==> src/rtl/clk_div_prog.sv <==
// Runtime-programmable clock divider: emits a one-cycle tick every div_active
// clocks and a 50%-duty div_clk that toggles on each tick.
module clk_div_prog #(
    parameter int unsigned CNT_WIDTH   = 17,
    parameter int unsigned DEFAULT_DIV = 1
) (
    input  logic                 clk,
    input  logic                 rst,
    input  logic                 en,
    input  logic                 sync,
    input  logic [CNT_WIDTH-1:0] div_val,
    input  logic                 div_load,
    output logic                 tick,
    output logic                 div_clk,
    output logic                 div_pend,
    output logic [CNT_WIDTH-1:0] div_active
);

    localparam logic [CNT_WIDTH-1:0] DEF_DIV = CNT_WIDTH'(DEFAULT_DIV);
    localparam logic [CNT_WIDTH-1:0] ONE     = CNT_WIDTH'(1);

    logic [CNT_WIDTH-1:0] count_q, count_d;
    logic [CNT_WIDTH-1:0] active_q, active_d;
    logic [CNT_WIDTH-1:0] shadow_q, shadow_d;
    logic                 tick_q, tick_d;
    logic                 div_clk_q, div_clk_d;
    logic                 pend_q, pend_d;

    logic [CNT_WIDTH-1:0] div_sane;
    logic                 wrap;

    assign div_sane = (div_val == '0) ? ONE : div_val;
    assign wrap     = (count_q == active_q - ONE);

    always_comb begin
        count_d   = count_q;
        active_d  = active_q;
        shadow_d  = shadow_q;
        tick_d    = 1'b0;
        div_clk_d = div_clk_q;
        pend_d    = pend_q;

        if (sync) begin
            count_d   = '0;
            div_clk_d = 1'b0;
            pend_d    = 1'b0;
            if (div_load) begin
                active_d = div_sane;
            end else if (pend_q) begin
                active_d = shadow_q;
            end
        end else if (en) begin
            if (wrap) begin
                // A new divisor only takes over at a period boundary.
                count_d   = '0;
                tick_d    = 1'b1;
                div_clk_d = ~div_clk_q;
                pend_d    = 1'b0;
                if (div_load) begin
                    active_d = div_sane;
                end else if (pend_q) begin
                    active_d = shadow_q;
                end
            end else begin
                count_d = count_q + ONE;
                if (div_load) begin
                    shadow_d = div_sane;
                    pend_d   = 1'b1;
                end
            end
        end else if (div_load) begin
            active_d = div_sane;
            count_d  = '0;
            pend_d   = 1'b0;
        end
    end

    always_ff @(posedge clk or posedge rst) begin
        if (rst) begin
            count_q   <= '0;
            active_q  <= DEF_DIV;
            shadow_q  <= DEF_DIV;
            tick_q    <= 1'b0;
            div_clk_q <= 1'b0;
            pend_q    <= 1'b0;
        end else begin
            count_q   <= count_d;
            active_q  <= active_d;
            shadow_q  <= shadow_d;
            tick_q    <= tick_d;
            div_clk_q <= div_clk_d;
            pend_q    <= pend_d;
        end
    end

    assign tick       = tick_q;
    assign div_clk    = div_clk_q;
    assign div_pend   = pend_q;
    assign div_active = active_q;

endmodule
==> config.mk <==
export PLATFORM = sky130hd
export DESIGN_NAME = clk_div_prog
export DESIGN_NICKNAME = d
export VERILOG_FILES = /design/src/rtl/clk_div_prog.sv
export SDC_FILE = /design/constraint.sdc
export NUM_CORES = 1
export LEC_CHECK = 0
export BUFFER_PORTS_ARGS = -buffer_cell sky130_fd_sc_hd__buf_4
export CORE_ASPECT_RATIO = 0.9
export CORE_MARGIN = 2
export CORE_UTILIZATION = 62
export DETAILED_ROUTE_END_ITERATION = 16
export MAX_ROUTING_LAYER = met4
export PLACE_DENSITY_LB_ADDON = 0.15
export SLEW_MARGIN = 40
export SYNTH_ARGS = -nofsm -noshare
export SYNTH_HDL_FRONTEND = slang
export SYNTH_SLANG_ARGS = --single-unit
==> constraint.sdc <==
create_clock -name clk -period 7.9 [get_ports clk]
set_input_delay 1.185 -clock clk [delete_from_list [all_inputs] [get_ports clk]]
set_output_delay 1.185 -clock clk [all_outputs]
set_load 0.005 [all_outputs]
==> results_dict.tcl <==
set metrics [dict create \
    wl_per_cell_um 17.0 \
    placed_area_um2 3490 \
    critPathTopFamily "compound AO/OA/AOI/OAI gates" \
    core-area_um2 4890 \
    gr-total-overflow 0 \
    ys_ff_latch 54 \
    crit_arrival_ns 3.73 \
    root_buffer "clkbuf_8" \
    setup_viol 0 \
    fmaxAchievable_mhz 284 \
    track_usage 0.272 \
    cts-htree-levels 2 \
    hp-class "register to register" \
    crit_type "register to register" \
    synth_flop_cell "dfrtp_1" \
    dr_total_vias 2508 \
    slowest_delay_ns 0.62 \
    crit_path_top_delay_cell "dfstp_2" \
    drive_gt1_frac 0.212 \
    slew_headroom 0.462 \
    worst_slew_pin_slew_ns 0.806 \
    end_kind "register" \
    power.total_w 0.000694 \
    tns_ns 0 \
    max_cap_viol_count 0 \
    firstDrtPassIters 4 \
    cts_tree "built" \
    insertion_delay_ns 0.32 \
    yosysUniqueCellTypes 50 \
    viasPerCell 6.19 \
    cellLeakagePower_nw 1.41 \
    syn_inst 304 \
    synth-edff-count 0 \
    worstSetupEndpoint "div_active[6]" \
    hold_depth 1 \
    vdd_ir_drop_max_mv 0.149 \
    die_width_um 79.4 \
    hold_viol_final 0 \
    synthToLayoutAreaGrowth_pct 13.8 \
    crit_path_frequent_cell "a2111o_1" \
    die-area_um2 5710 \
    syn_area_per_cell_um2 10.4 \
    cts_post_setup_buffers_inserted 0 \
    path_buf_inv 2 \
    ctsResizeCount 0 \
    clockBufferDepth 2 \
    clock-sinks 54 \
    dp.cells 397 \
    fin_crit_ns 3.53 \
    die_y_um 71.9 \
    ys_top_cells_by_area "dfrtp_1, mux2_1, xnor2_1" \
    antennaDiodeCount 0 \
    synth_most_common_cell "dfrtp_1" \
    wirelength_mm 6.88 \
    synthArstFlopShare 1.00 \
    status "finished, final reports clean" \
    remaining_drc_errors 0 \
    yosysWarnings 0 \
    yosys.area.top_type_share 0.410 \
    io_pins 42 \
    path_max_fanout 31 \
    rr_endpoint "div_active[6]" \
    cp-startpoint "div_active[0]" \
    syn_nets 328 \
    netlist_area_um2 3170 \
    clk_pin_slew_worst_paths_ns 0.10 \
    drtIter0Drc 129 \
    rsz0062_at_grt "no" \
    cts_made_buffers 5 \
    rows 24 \
    yosysSeqAreaShare 0.427 \
    synth_area_leader_cell "dfrtp_1" \
    dpl.hpwl_mm 5.03 \
    rr_worst_depth 10 \
    powerDensity_nw_per_um2 192 \
    critPathRequiredTime_ns 8.11 \
    drtAntennaViolNets 0 \
    final_nets 363 \
    drv_slew 0 \
    synth_common_cells "dfrtp_1, nor2_1, xnor2_1, o21ai_0, nand3b_1" \
    postCtsHoldBufs 0 \
    antenna_found_initial 0 \
    fillers 356 \
    gp_congestion 0.921 \
    fin_cells 405 \
    skew_ns 0.00853 \
    startpoint_type "register" \
    stdcell_area_um2 3610 \
    grt_pass1_vias 2371 \
    start_util 0.648 \
    grt_max_degree 55 \
    rrSetupSlack_ns 4.37 \
    postLayoutSetupSlackWorst_ns 4.37 \
    grt_pass1_wl_mm 11.7 \
    dpl_worst_slack_ns 4.39 \
    port_buffers 41 \
    crit_cells 10 \
    fin_crit_sh 0.446 \
    path_cells "inv_1 -> ha_1 -> nor3b_2 -> and4b_1 -> or3b_1 -> a2111o_1 -> a2111o_1 -> o21ai_2 -> buf_4 -> o2bb2a_1" \
    r2r_start "div_active[0]" \
]
registers in the layout, indices dropped and copies added (netlist names):
signal / count
count_q: 17
div_active: 17
shadow_q: 17
div_clk: 1
div_pend: 1
tick: 1
worst register-to-register path: cells and delay by family (launching register included):
| family | cells | cell delay (ns) |
|---|---|---|
| compound gates | 4 | 1.28 |
| simple gates | 3 | 0.84 |
| flops | 1 | 0.62 |
| buf+inv | 2 | 0.42 |
| fa+ha+maj | 1 | 0.25 |
cell families after synthesis:
| kind of cell | count (synthesis) | share of synthesized area |
|---|---|---|
| buffers and inverters | 24 | 0.0386 |
| multiplexers | 17 | 0.0603 |
| XOR/XNOR | 36 | 0.0994 |
| AND/OR/NAND/NOR | 110 | 0.214 |
| adder cells (fa/ha/maj) | 2 | 0.00789 |
| flip-flops | 54 | 0.427 |
| AO/OA/AOI/OAI | 61 | 0.153 |
layout make-up:
class	count	area (um^2)	share of cell area
Sequential cell	54	1350	0.375
Multi-Input combinational cell	226	1700	0.470
Clock inverter	2	38.8	0.0107
Tap cell	65	81.3	0.0225
Inverter	9	36.3	0.0100
Timing Repair Buffer	43	323	0.0894
Clock buffer	6	82.6	0.0229
through the flow:
stage / util / hold WS, ns
finish: 0.738 / 0.491
detailed placement: 0.713 / 0.472
global placement: 0.713 / 0.464
global route: 0.738 / 0.509
floorplan: - / 0.455
CTS: 0.738 / 0.495
report_power, final:
group | total (W) | internal (W) | switching [W] | leakage, nW
clock network | 0.000201 | 0.000104 | 0.0000971 | 0.0618
registers | 0.000351 | 0.000308 | 0.0000433 | 0.665
logic | 0.000141 | 0.0000804 | 0.0000606 | 0.687
total | 0.000694 | 0.000493 | 0.000201 | 1.41
placed cells by master (no fill, tap or decap), types with 4 or more instances in the layout:
master      n
dfrtp_1    52
buf_4      43
nor2_1     26
xnor2_1    21
o21ai_0    20
nand3b_1   18
mux2_1     17
xor2_1     15
nor3_1     10
nand2_1    10
a2bb2oi_2  10
inv_1       8
nand4_1     8
nor4_1      7
a21oi_1     7
a2bb2oi_1   6
clkbuf_8    6
nand3_1     5
and4_1      4
layer usage:
metal  global-route usage  vias up  part of all wire
met5                    -        -                 0
met2                0.417       79              0.47
met4               0.0805        0             0.013
met1                0.369     1227              0.46
li1                     -     1190                 -
met3               0.0579       12             0.058
worst min-delay path by stage:
stage	startpoint	end	slack, ns
floorplan	shadow_q[10]	shadow_q[10]	0.45
global placement	shadow_q[9]	shadow_q[9]	0.46
detailed placement	shadow_q[7]	shadow_q[7]	0.47
CTS	shadow_q[6]	shadow_q[6]	0.50
global route	shadow_q[15]	shadow_q[15]	0.51
finish	shadow_q[2]	shadow_q[2]	0.49
No activity file was read; power rests on OpenSTA's default activity.
